[src/rtl/key_scan.sv]
// Two-button front end: synchronises raw keys, debounces them on a slow sample
// tick, and emits press/release pulses with auto-repeat on the add key.
module key_scan #(
  parameter int TICK_DIV       = 1024,
  parameter int DEBOUNCE_TICKS = 4,
  parameter int LONG_TICKS     = 64,
  parameter int REPEAT_TICKS   = 16
) (
  input  logic clock,
  input  logic reset,
  input  logic key_mode,
  input  logic key_add,
  output logic key_mode_down,
  output logic key_add_down,
  output logic key_add_negedge,
  output logic key_mode_level,
  output logic key_add_level,
  output logic key_add_long
);

  localparam int TW = $clog2(TICK_DIV);
  localparam int DW = $clog2(DEBOUNCE_TICKS + 1);
  localparam int LW = $clog2(LONG_TICKS + 1);
  localparam int RW = $clog2(REPEAT_TICKS + 1);

  localparam logic [TW-1:0] TICK_LAST = TW'(TICK_DIV - 1);
  localparam logic [DW-1:0] DB_LAST   = DW'(DEBOUNCE_TICKS - 1);
  localparam logic [LW-1:0] LONG_LAST = LW'(LONG_TICKS - 1);
  localparam logic [RW-1:0] REP_LAST  = RW'(REPEAT_TICKS - 1);
  localparam bit            DB_ONE    = (DEBOUNCE_TICKS == 1);

  typedef enum logic [2:0] {
    S_IDLE,
    S_PRESS_DB,
    S_HELD,
    S_REL_DB,
    S_REPEAT
  } state_e;

  logic [1:0]    mode_sync_q, add_sync_q;
  logic          mode_sample, add_sample;
  logic [TW-1:0] tick_cnt_q, tick_cnt_d;
  logic          tick;

  state_e        mode_state_q, add_state_q;
  logic [DW-1:0] mode_db_q, add_db_q;
  logic [LW-1:0] add_long_q;
  logic [RW-1:0] add_rep_q;
  logic          mode_armed_q, add_armed_q;

  assign mode_sample = mode_sync_q[1];
  assign add_sample  = add_sync_q[1];

  // NOTE: every signal assigned here gets a value on every path, so no latch is inferred.
  always_comb begin
    tick       = (tick_cnt_q == TICK_LAST);
    tick_cnt_d = tick ? '0 : tick_cnt_q + 1'b1;
  end

  // NOTE: sequential state uses non-blocking assignments so all flops update together.
  always_ff @(posedge clock or negedge reset) begin
    if (!reset) begin
      mode_sync_q <= '0;
      add_sync_q  <= '0;
      tick_cnt_q  <= '0;
    end else begin
      mode_sync_q <= {mode_sync_q[0], key_mode};
      add_sync_q  <= {add_sync_q[0], key_add};
      tick_cnt_q  <= tick_cnt_d;
    end
  end

  // A key must be seen released on a tick after reset before a press is
  // accepted, so a key held through reset never produces a pulse.
  always_ff @(posedge clock or negedge reset) begin
    if (!reset) begin
      mode_state_q   <= S_IDLE;
      mode_db_q      <= '0;
      mode_armed_q   <= 1'b0;
      key_mode_down  <= 1'b0;
      key_mode_level <= 1'b0;
    end else begin
      key_mode_down <= 1'b0;
      if (tick && !mode_sample) mode_armed_q <= 1'b1;
      if (tick) begin
        case (mode_state_q)
          S_IDLE: begin
            if (mode_sample && mode_armed_q) begin
              if (DB_ONE) begin
                mode_state_q   <= S_HELD;
                key_mode_down  <= 1'b1;
                key_mode_level <= 1'b1;
              end else begin
                mode_state_q <= S_PRESS_DB;
                mode_db_q    <= DW'(1);
              end
            end
          end
          S_PRESS_DB: begin
            if (!mode_sample) begin
              mode_state_q <= S_IDLE;
              mode_db_q    <= '0;
            end else if (mode_db_q == DB_LAST) begin
              mode_state_q   <= S_HELD;
              mode_db_q      <= '0;
              key_mode_down  <= 1'b1;
              key_mode_level <= 1'b1;
            end else begin
              mode_db_q <= mode_db_q + 1'b1;
            end
          end
          S_HELD: begin
            if (!mode_sample) begin
              if (DB_ONE) begin
                mode_state_q   <= S_IDLE;
                key_mode_level <= 1'b0;
              end else begin
                mode_state_q <= S_REL_DB;
                mode_db_q    <= DW'(1);
              end
            end
          end
          S_REL_DB: begin
            if (mode_sample) begin
              mode_state_q <= S_HELD;
              mode_db_q    <= '0;
            end else if (mode_db_q == DB_LAST) begin
              mode_state_q   <= S_IDLE;
              mode_db_q      <= '0;
              key_mode_level <= 1'b0;
            end else begin
              mode_db_q <= mode_db_q + 1'b1;
            end
          end
          default: begin
            mode_state_q <= S_IDLE;
            mode_db_q    <= '0;
          end
        endcase
      end
    end
  end

  always_ff @(posedge clock or negedge reset) begin
    if (!reset) begin
      add_state_q     <= S_IDLE;
      add_db_q        <= '0;
      add_long_q      <= '0;
      add_rep_q       <= '0;
      add_armed_q     <= 1'b0;
      key_add_down    <= 1'b0;
      key_add_negedge <= 1'b0;
      key_add_level   <= 1'b0;
      key_add_long    <= 1'b0;
    end else begin
      key_add_down    <= 1'b0;
      key_add_negedge <= 1'b0;
      if (tick && !add_sample) add_armed_q <= 1'b1;
      if (tick) begin
        case (add_state_q)
          S_IDLE: begin
            if (add_sample && add_armed_q) begin
              if (DB_ONE) begin
                add_state_q   <= S_HELD;
                add_long_q    <= '0;
                key_add_down  <= 1'b1;
                key_add_level <= 1'b1;
              end else begin
                add_state_q <= S_PRESS_DB;
                add_db_q    <= DW'(1);
              end
            end
          end
          S_PRESS_DB: begin
            if (!add_sample) begin
              add_state_q <= S_IDLE;
              add_db_q    <= '0;
            end else if (add_db_q == DB_LAST) begin
              add_state_q   <= S_HELD;
              add_db_q      <= '0;
              add_long_q    <= '0;
              key_add_down  <= 1'b1;
              key_add_level <= 1'b1;
            end else begin
              add_db_q <= add_db_q + 1'b1;
            end
          end
          S_HELD, S_REPEAT: begin
            if (!add_sample) begin
              add_rep_q <= '0;
              if (DB_ONE) begin
                add_state_q     <= S_IDLE;
                key_add_level   <= 1'b0;
                key_add_negedge <= 1'b1;
                key_add_long    <= 1'b0;
              end else begin
                // key_add_long is left as is so it stays high through a release from REPEAT.
                add_state_q <= S_REL_DB;
                add_db_q    <= DW'(1);
              end
            end else if (add_state_q == S_HELD) begin
              if (add_long_q == LONG_LAST) begin
                add_state_q  <= S_REPEAT;
                add_long_q   <= '0;
                add_rep_q    <= '0;
                key_add_down <= 1'b1;
                key_add_long <= 1'b1;
              end else begin
                add_long_q <= add_long_q + 1'b1;
              end
            end else if (add_rep_q == REP_LAST) begin
              add_rep_q    <= '0;
              key_add_down <= 1'b1;
            end else begin
              add_rep_q <= add_rep_q + 1'b1;
            end
          end
          S_REL_DB: begin
            if (add_sample) begin
              add_state_q  <= S_HELD;
              add_db_q     <= '0;
              add_long_q   <= '0;
              key_add_long <= 1'b0;
            end else if (add_db_q == DB_LAST) begin
              add_state_q     <= S_IDLE;
              add_db_q        <= '0;
              add_long_q      <= '0;
              key_add_level   <= 1'b0;
              key_add_negedge <= 1'b1;
              key_add_long    <= 1'b0;
            end else begin
              add_db_q <= add_db_q + 1'b1;
            end
          end
          default: begin
            add_state_q <= S_IDLE;
            add_db_q    <= '0;
          end
        endcase
      end
    end
  end

endmodule

[config.mk]
export PLATFORM = sky130hd
export DESIGN_NAME = key_scan
export DESIGN_NICKNAME = d
export VERILOG_FILES = /design/src/rtl/key_scan.sv
export SDC_FILE = /design/constraint.sdc
export NUM_CORES = 1
export LEC_CHECK = 0
export ABC_AREA = 1
export ABC_CLOCK_PERIOD_IN_PS = 1850
export BUFFER_PORTS_ARGS = -buffer_cell sky130_fd_sc_hd__buf_2
export CAP_MARGIN = 0
export CORE_UTILIZATION = 40
export CTS_CLUSTER_DIAMETER = 30
export DETAILED_ROUTE_END_ITERATION = 16
export SLEW_MARGIN = 20
export SYNTH_ARGS = -nofsm -noshare
export SYNTH_HDL_FRONTEND = slang
export SYNTH_SLANG_ARGS = --single-unit
export TNS_END_PERCENT = 100
[constraint.sdc]
create_clock -name clock -period 1.85 [get_ports clock]
set_input_delay 0.185 -clock clock [delete_from_list [all_inputs] [get_ports clock]]
set_output_delay 0.185 -clock clock [all_outputs]
set_load 0.1 [all_outputs]
==> run metrics <==
largest net degree at the start of global routing=18; sequential share of power=0.600; Layout Nets=approximately 360; number of max-cap violations=0; post-synthesis sequential area ratio=0.4401; htree depth=2; synthesized-area fraction occupied by adder cells=0.02445; First-pass DRT Iterations=4; root buffer cell=clkbuf_8; post_cts resized=0; clk_skew=roughly 0.0081 ns; post-synth cell types=31; Clock Latency Late Sink=about 0.30 ns; Cell Chain, Critical Path=ha_1, nand2_1, nor2_4, nand3_4, clkinv_2, nand4_1, nand2_1, nand2_1; worst-path fanout max=9; critical path arrival=around 1.9 ns; DRC violations left=0; Placed Area=0.002703 mm²; CP max stage cell=dfrtp_1; main combinational cell family by area after synthesis=simple AND/OR/NAND/NOR gates; CORE AREA=0.006061 mm²; Post-DP HPWL=around 3700 µm; Post-CTS Hold Buffers=3; RSZ-0062 raised after global routing=no; Chip Height=between 80 and 90 µm; Async S/R FF share, synth=1.000; Period minus WS final=1.681 ns; HP Class=in -> async; worst setup path category=reg -> reg; vias=slightly above 2000; syn nets=337; final hold vios=0; Int Pwr=approximately 1.3 mW; post-synthesis compound-gate area fraction=0.06944; Simple-Gate Fraction of Synth Area=0.3834; GP Congestion=between 0.8 and 0.9; Slew headroom=0.6787; multiplexer area fraction after synthesis=0; Rows=28; P&R area growth vs syn=10.32%; #FFs+latches synth=45; CTS tree=done; vias per cell=4.877; final worst-path cycle share=0.9089; IO Port Bufs=9; initial antenna violation count=0; power share of the clock group=0.374; Initial Utilization=0.4222; Least-Margin Pin Slew=between 0.4 and 0.5 ns; sw power=383.7 µW; Final setup viols=0; combinational share of power=0.026; Chip Width=~80 µm; Wirelength per Cell=between 10 and 15 µm; sw frac=0.2324; WP data required=around 2 ns; Reg2Reg Setup Slack=between 0.15 and 0.2 ns; Post-Syn Instances=328; initial drt markers=between 150 and 200; fmax=594.7 MHz; fraction of layout cells with a size suffix above 1=0.1466; drt total wl=roughly 5000 µm; Crit. End Element=flip-flop; PD cells=around 590 mW/mm²; global-route usage over all layers=0.1672; Final TNS setup=0 ns; vias in the first global route=slightly below 2000; Ports=10; Design Area, Final=roughly 0.0028 mm²; final core occ=0.4657; first-pass GRT wire length=8604 µm; Top delay family on crit path=simple AND/OR/NAND/NOR gates; status=completed; WP buf/inv=1; fin. max-slew vios=0; Reg clk slew, reported paths=~0.090 ns; Sink Count=45; Worst R2R Start=tick_cnt_q[0]; cells on worst reg2reg path=8; top_reg_cell synth=dfrtp_1; Leak=~1.4 nW; delay of the slowest critical-path stage=~0.40 ns; most used cell, CP=nand2_1; Die ar.=~0.0067 mm²; overall power consumption=1.651 mW; Ys Warns=0; worst hold slack=approximately 0.33 ns; post-synthesis xor/xnor area fraction=0.02396; synthesized area=roughly 0.0026 mm²; CP Depth=8; Post-synth EDFFs=0; Max VDD drop=0.4359 mV; Num CTS Buffers=5; Mean Syn Cell Area=7.801 µm²; clk buf depth=2; startpoint type of the worst setup path=flip-flop; buffer count from post-CTS setup fixing=0; grt ovf=0; diode count=0; antenna viol nets, final=0; r2r endpoint=add_long_q[0]
cell usage in the layout (no fill, tap or decap), types with 4 or more instances in the layout:
master / count
ha_1: 5
nand3_1: 24
nand2_1: 105
nand2_2: 4
clkbuf_8: 5
a21oi_1: 5
buf_4: 4
nor2_4: 4
nand4_1: 10
nor2_2: 7
o21ai_0: 7
nor3_1: 4
o21a_1: 4
inv_1: 29
o21ai_1: 10
xor2_1: 6
buf_2: 9
dfrtp_1: 45
nor2_1: 31
logic make-up (layout without fill, tap and decap cells):
logic type               count (synthesis)  after routing
AO/OA/AOI/OAI                           31             31
XOR/XNOR                                 7              7
adder cells (fa/ha/maj)                  5              5
buffers and inverters                   37             57
flip-flops                              45             45
AND/OR/NAND/NOR                        203            203
registers in the layout, summed over array words and instances, names as in the netlist, 2 cells and up, named ones only:
signal	cells
add_db_q	3
add_long_q	7
add_state_q	3
add_rep_q	5
mode_sync_q	2
mode_db_q	3
add_sync_q	2
tick_cnt_q	10
cell usage after synthesis, drive strengths merged (2+ instances only):
library cell / instances / area (µm²)
a21oi: 5 / 25.02
buf: 3 / 21.27
dfrtp: 45 / 1126
ha: 5 / 62.56
inv: 32 / 120.1
nand2: 110 / 430.4
nand3: 30 / 202.7
nand3b: 2 / 15.01
nand4: 10 / 62.56
nor2: 43 / 225.2
nor3: 4 / 20.02
o211ai: 2 / 15.01
o21a: 4 / 30.03
o21ai: 17 / 85.08
o21bai: 3 / 22.52
or2: 3 / 18.77
xor2: 6 / 52.55
metal layers:
layer  wire, µm  vias up  global-route usage  share of wire
met1       2535      947              0.2211           0.51
met3        129        5             0.03333          0.026
met2       2251       22              0.2702           0.45
met5          0        -                   0              0
met4         51        0             0.05789          0.010
li1           -     1089                   -              -
how the worst max path moves through the flow:
stage                     slack (ns)     startpoint             to
after CTS                       0.14  tick_cnt_q[0]  add_long_q[0]
after detailed placement        0.18  tick_cnt_q[0]  add_long_q[0]
after global routing            0.02  tick_cnt_q[0]  add_long_q[2]
after global placement          0.24  tick_cnt_q[0]  add_long_q[0]
final                           0.17  tick_cnt_q[0]  add_long_q[0]
after floorplan                 0.44    add_db_q[0]    add_db_q[0]
worst register-to-register path, stage by stage, from the launching register on:
cell	delay, ns
dfrtp_1	0.40
ha_1	0.20
nand2_1	0.09
nor2_4	0.16
nand3_4	0.17
clkinv_2	0.19
nand4_1	0.20
nand2_1	0.11
nand2_1	0.06
power by group through the flow:
| stage | combinational (mW) | sequential [mW] | clock (mW) |
|---|---|---|---|
| after floorplan | 0.0116 | 1.01 | 0 |
| after global placement | 0.0396 | 1.01 | 0 |
| after detailed placement | 0.0400 | 1.01 | 0 |
| after CTS | 0.0450 | 0.991 | 0.649 |
| after global routing | 0.0503 | 0.991 | 0.682 |
| final | 0.0429 | 0.990 | 0.618 |
layout make-up:
| type | count | area (µm²) |
|---|---|---|
| clock buffer | 5 | 68.82 |
| clock inverter | 3 | 21.27 |
| fill | 605 | 3238 |
| inverter | 33 | 125.1 |
| multi-input combinational | 246 | 1282 |
| sequential | 45 | 1126 |
| tap | 75 | 93.84 |
| timing repair buffer | 16 | 105.1 |
per-stage QoR:
| step | cells | worst slack, ns |
|---|---|---|
| after global placement | 412 | 0.2423 |
| after floorplan | 328 | 0.4414 |
| after CTS | 423 | 0.1407 |
| after detailed placement | 412 | 0.1784 |
| final | 423 | 0.1685 |
| after global routing | 423 | 0.01898 |
Power figures use the tool's default switching activity.
